File: src/rtl/data_mem_bridge_if.sv
// Data-memory bus between the pipeline bridge (master) and the memory system (slave).
// Request fields are master-driven registers; the slave returns the accept/complete handshakes and the read data.
interface data_mem_bridge_if;
    localparam int unsigned AW = 32;
    localparam int unsigned DW = 32;
    localparam int unsigned SW = 4;

    logic          req;
    logic          wr;
    logic [SW-1:0] wstrb;
    logic [AW-1:0] addr;
    logic [DW-1:0] wdata;
    logic          addr_ok;
    logic          data_ok;
    logic [DW-1:0] rdata;

    modport master (
        output req, wr, wstrb, addr, wdata,
        input  addr_ok, data_ok, rdata
    );

    modport slave (
        input  req, wr, wstrb, addr, wdata,
        output addr_ok, data_ok, rdata
    );
endinterface

File: src/rtl/data_mem_bridge.sv
// M-stage data-memory bridge: turns one load/store into a single addr/data bus transaction and stalls the pipeline meanwhile.
// Optional feature: define DMEM_ADDR_MAP_EN to fold kseg0/kseg1 addresses to physical addresses on the bus.
module data_mem_bridge (
    input  logic                     clk,
    input  logic                     rst,
    input  logic                     memenM,
    input  logic [3:0]               memwriteM,
    input  logic [31:0]              aluoutM,
    input  logic [31:0]              writedataM,
    output logic [31:0]              readdataM,
    output logic                     stallM,
    data_mem_bridge_if.master        bus
);
    localparam int unsigned AW = 32;

    typedef enum logic [1:0] {
        IDLE = 2'd0,
        ADDR = 2'd1,
        DATA = 2'd2,
        DONE = 2'd3
    } state_t;

    state_t state_q;
    state_t state_d;
    logic   stall_c;
    logic   capture_c;

    // Virtual-to-physical fold applied once, when the request is latched.
    function automatic logic [AW-1:0] map_addr(input logic [AW-1:0] a);
`ifdef DMEM_ADDR_MAP_EN
        if ((a[31:29] == 3'b100) || (a[31:29] == 3'b101)) begin
            return {3'b000, a[28:0]};
        end
        return a;
`else
        return a;
`endif
    endfunction

    // Next-state, stall and load-capture decode.
    always_comb begin
        state_d   = state_q;
        stall_c   = 1'b0;
        capture_c = 1'b0;
        unique case (state_q)
            IDLE: begin
                stall_c = memenM;
                if (memenM) begin
                    state_d = ADDR;
                end
            end
            ADDR: begin
                stall_c = 1'b1;
                if (bus.addr_ok) begin
                    state_d   = bus.data_ok ? DONE : DATA;
                    capture_c = bus.data_ok & ~bus.wr;
                end
            end
            DATA: begin
                stall_c = 1'b1;
                if (bus.data_ok) begin
                    state_d   = DONE;
                    capture_c = ~bus.wr;
                end
            end
            DONE: begin
                state_d = IDLE;
            end
            default: begin
                state_d = IDLE;
            end
        endcase
    end

    assign stallM = stall_c & ~rst;

    // State, latched request fields (which double as the bus outputs) and load data.
    always_ff @(posedge clk) begin
        if (rst) begin
            state_q   <= IDLE;
            bus.req   <= 1'b0;
            bus.wr    <= 1'b0;
            bus.wstrb <= '0;
            bus.addr  <= '0;
            bus.wdata <= '0;
            readdataM <= '0;
        end else begin
            state_q <= state_d;
            bus.req <= (state_d == ADDR);
            if ((state_q == IDLE) && memenM) begin
                bus.wr    <= |memwriteM;
                bus.wstrb <= memwriteM;
                bus.addr  <= map_addr(aluoutM);
                bus.wdata <= writedataM;
            end
            if (capture_c) begin
                readdataM <= bus.rdata;
            end
        end
    end
endmodule
File: src/flat_wrapper.sv
// flat-port wrapper written by rule: the top's interface ports become plain ports
module data_mem_bridge_flat 
  (clk, rst, memenM, memwriteM, aluoutM, writedataM, readdataM, stallM, bus_req, bus_wr, bus_wstrb, bus_addr, bus_wdata, bus_addr_ok, bus_data_ok, bus_rdata);
  data_mem_bridge_if bus_i ();
  input  logic clk;
  input  logic rst;
  input  logic memenM;
  input  logic [3:0] memwriteM;
  input  logic [31:0] aluoutM;
  input  logic [31:0] writedataM;
  output logic [31:0] readdataM;
  output logic stallM;
  output wire logic [$bits(bus_i.req)-1:0] bus_req;
  output wire logic [$bits(bus_i.wr)-1:0] bus_wr;
  output wire logic [$bits(bus_i.wstrb)-1:0] bus_wstrb;
  output wire logic [$bits(bus_i.addr)-1:0] bus_addr;
  output wire logic [$bits(bus_i.wdata)-1:0] bus_wdata;
  input wire logic [$bits(bus_i.addr_ok)-1:0] bus_addr_ok;
  input wire logic [$bits(bus_i.data_ok)-1:0] bus_data_ok;
  input wire logic [$bits(bus_i.rdata)-1:0] bus_rdata;
  assign bus_req = bus_i.req;
  assign bus_wr = bus_i.wr;
  assign bus_wstrb = bus_i.wstrb;
  assign bus_addr = bus_i.addr;
  assign bus_wdata = bus_i.wdata;
  assign bus_i.addr_ok = bus_addr_ok;
  assign bus_i.data_ok = bus_data_ok;
  assign bus_i.rdata = bus_rdata;
  data_mem_bridge u_core (.clk(clk), .rst(rst), .memenM(memenM), .memwriteM(memwriteM), .aluoutM(aluoutM), .writedataM(writedataM), .readdataM(readdataM), .stallM(stallM), .bus(bus_i));
endmodule
File: config.mk
export PLATFORM = sky130hd
export DESIGN_NAME = data_mem_bridge_flat
export DESIGN_NICKNAME = d
export VERILOG_FILES = /design/src/rtl/data_mem_bridge_if.sv /design/src/rtl/data_mem_bridge.sv /design/src/flat_wrapper.sv
export SDC_FILE = /design/constraint.sdc
export NUM_CORES = 1
export LEC_CHECK = 0
export ABC_AREA = 1
export CAP_MARGIN = 20
export CORE_MARGIN = 4
export CORE_UTILIZATION = 41
export DETAILED_ROUTE_END_ITERATION = 10
export GPL_TIMING_DRIVEN = 0
export PLACE_DENSITY_LB_ADDON = 0.2
export SETUP_SLACK_MARGIN = 0.2
export SLEW_MARGIN = 25
export SYNTH_ARGS = -nofsm -noshare
export SYNTH_HDL_FRONTEND = slang
export SYNTH_SLANG_ARGS = --single-unit
File: constraint.sdc
create_clock -name clk -period 1.96 [get_ports clk]
set_clock_uncertainty 0.05 [all_clocks]
set_input_delay 0.392 -clock clk [delete_from_list [all_inputs] [get_ports clk]]
set_output_delay 0.392 -clock clk [all_outputs]
set_load 0.1 [all_outputs]
==> summary.md <==
| Metric | Value |
|---|---|
| Status | finished with violations |
| Failing checks | setup timing |
| Clk slew on worst S/H paths | 0.09 ns |
| Max frequency | 0.4917 GHz |
| Mapped Nets | between 700 and 800 |
| Antenna violations before repair | 0 |
| Initial Utilization | 41.72% |
| Ys async rst share | 0% |
| Hold Path End | u_core.readdataM[0]$_SDFFE_PP0P_ |
| Worst skew pair latency | 0.37 ns |
| Pwr/cell area | ~1500 nW/µm² |
| Post-Syn Area | 4288 µm² |
| Layout cells sized above 1 | 18.93% |
| Detail Placement HPWL | 9513 µm |
| Final Non-Filler Cells | between 900 and 1,000 |
| Crit start category | flop |
| Final setup viols | 1 |
| # IOs | 208 |
| Data arrival time of the critical path | around 1.6 ns |
| Post-synth cell types | 21 |
| TritonCTS clock tree | yes |
| Nets@finish | between 900 and 1,000 |
| Critical Path RT | about 1.5 ns |
| Crit share post-route | 103.8% |
| CP max FO | 2 |
| Worst r2r path cells | 8 |
| VDD IR max | just over 0.001 V |
| RSZ-0062 raised after global routing | true |
| CTS Hold Buffers Added | 0 |
| Die area | ~12,000 µm² |
| Vias in the first global route | 4,352 |
| Chip height | roughly 110 µm |
| Gr usage total | 20.41% |
| Core Region | just over 10,000 µm² |
| Final setup margin | -0.07396 ns |
| Inst Count DP | 953 |
| # port buffers | 206 |
| Final hold vios | 0 |
| DRT antenna net count | 0 |
| Clk Tree Root Cell | clkbuf_8 |
| Clock Tree Buf Depth | 2 |
| Final Max Slew Viols | 0 |
| DRC Markers | 0 |
| Worst relative slew slack | between 60 and 70% |
| Worst Hold Depth | 4 |
| Top_reg_cell synth | dfxtp_1 |
| Yosys warning count | 0 |
| Post-synth top cells | nor2_1, inv_1, dfxtp_1 |
| Syn Area/Cell | 7.018 µm² |
| Num CTS Buffers | 9 |
| Sink Count | between 100 and 150 |
| FF-to-FF End | u_core.readdataM[27]$_SDFFE_PP0P_ |
| Cell Rows | 37 |
| Top post-synthesis cells by area | dfxtp_1, nor2_1, inv_1, o21ai_0, nand2_1 |
| R2r startpoint | u_core.state_q[0]$_SDFF_PP0_ |
| H-tree lvl count | 3 |
| Diode count | 0 |
| Most frequent cell after synthesis | nor2_1 |
| Cells after Synth | 611 |
| Leak | 3.114 nW |
| First-pass GRT wire length | 19,410 µm |
| Area delta synth->final | 57.16% |
| Total Power | between 9 and 10 mW |
| Detailed-route wire length | between 10,000 and 15,000 µm |
| Worst Path Class, Setup | reg -> out |
| Iter 0 DRT Violations | 122 |
| Hold_sp | bus_data_ok |
| Yosys top cell by area | dfxtp_1 |
| CP endpoint kind | output pin |
| Wire per inst | ~13 µm |
| Via count | 4,365 |
| FF+latch count, synth | 104 |
| Worst hold path type | in -> reg |
| Maxcap violations | 0 |
| GPL Wtd Cong | 0.7854 |
| DR vias/cell | approximately 4.5 |
| Pin count of the biggest net entering global routing | 18 |
| First-pass DRT Iterations | 6 |
| Fin crit period | 2.034 ns |
| Gr ovfl total | 0 |
| Slew of the pin with the lowest slew margin | approximately 0.57 ns |
| Number of synthesized flops with an enable pin | 0 |
| Register-to-register setup slack | roughly 0.38 ns |
| Min Hold Slack | around 0.41 ns |
| Register area share after synthesis | 48.56% |
| Top-area cell type share of the netlist area | 48.56% |
| Die Wd | approximately 110 µm |
[power by group]
group          switching [mW]  internal, mW  leakage [nW]  total (mW)
clock                   0.744         0.628        0.0949        1.37
combinational            4.43          1.35          2.16        5.78
sequential              0.226          2.55         0.856        2.78
[metrics by stage]
step / util [%] / area [µm²] / worst slack, ns / TNS (ns)
after floorplan: - / 4304 / 0.2058 / 0
after global placement: 63.60 / 6536 / -1.327 / -1.377
after detailed placement: 63.60 / 6536 / -1.320 / -1.377
after CTS: 67.64 / 6952 / -0.08144 / -0.08144
after global routing: 65.57 / 6739 / -0.1465 / -0.1465
final: 65.57 / 6739 / -0.07396 / -0.07396
[how the worst max path moves through the flow]
stage | start | to
after floorplan | u_core.state_q[1]$_SDFF_PP0_ | stallM
after global routing | u_core.state_q[0]$_SDFF_PP0_ | stallM
after global placement | memenM | stallM
after CTS | u_core.state_q[1]$_SDFF_PP0_ | stallM
final | u_core.state_q[0]$_SDFF_PP0_ | stallM
after detailed placement | memenM | stallM
[area by class of cell]
type                    instances  area (µm²)
inverters                     109       427.9
clock buffers                  10       137.6
well taps                     136       170.2
repair buffers                213        2024
fillers                       889        3538
flip-flops and latches        104        2085
plain buffers                  38       202.7
multi-input cells             360        1625
clock inverters                 6       66.31
[cells by family after synthesis]
family,Yosys count,share of synthesized area (%)
buffers and inverters,147,14.09
flip-flops,104,48.56
adder cells (fa/ha/maj),5,1.459
AO/OA/AOI/OAI,73,8.637
AND/OR/NAND/NOR,282,27.25
[layer usage]
metal	part of all wire, %	up-vias	GRT usage [%]	wire, µm
li1	-	2294	-	-
met1	39	1903	21.88	4787
met2	48	148	35.70	5912
met3	11	20	8.096	1383
met4	2.2	0	8.443	277
met5	0	-	0	0
[flip-flops by register name, summed over array words and instances (netlist names)]
| register | cells |
|---|---|
| u_core.readdataM | 32 |
| u_core.state_q | 2 |
| u_core.bus.req | 1 |
| u_core.bus.wstrb | 4 |
| u_core.bus.wr | 1 |
| u_core.bus.wdata | 32 |
| u_core.bus.addr | 32 |
[placed cells by master, fill, tap and decap left out, types with 2 or more instances in the layout]
master	n
nand3_1	2
clkdlybuf4s15_2	33
dfxtp_1	102
clkdlybuf4s50_1	102
buf_6	5
buf_1	3
nor2_1	168
clkbuf_8	10
dfxtp_2	2
clkdlybuf4s18_2	41
inv_1	105
clkinvlp_4	3
clkbuf_1	14
inv_4	2
buf_4	8
buf_2	42
ha_1	4
o21ai_0	69
nand2_1	74
a21oi_1	2
nand4_1	32
[repair_timing]
| action | 4_1_cts | 5_1_grt |
|---|---|---|
| cloned | 0 | 0 |
| endpoints found under the setup margin | 103 | 70 |
| pin swaps | 2 | 0 |
| resized for setup | 335 | 92 |
| setup buffers | 7 | 0 |
[critical path, stage by stage (launching register included)]
cell and delay (ns):
dfxtp_2 0.36, inv_2 0.06, ha_4 0.16, nand2_4 0.08
inv_4 0.04, buf_6 0.11, o21ai_2 0.09, bufinv_8 0.19
buf_12 0.15
No activity file was read; power rests on OpenSTA's default activity.
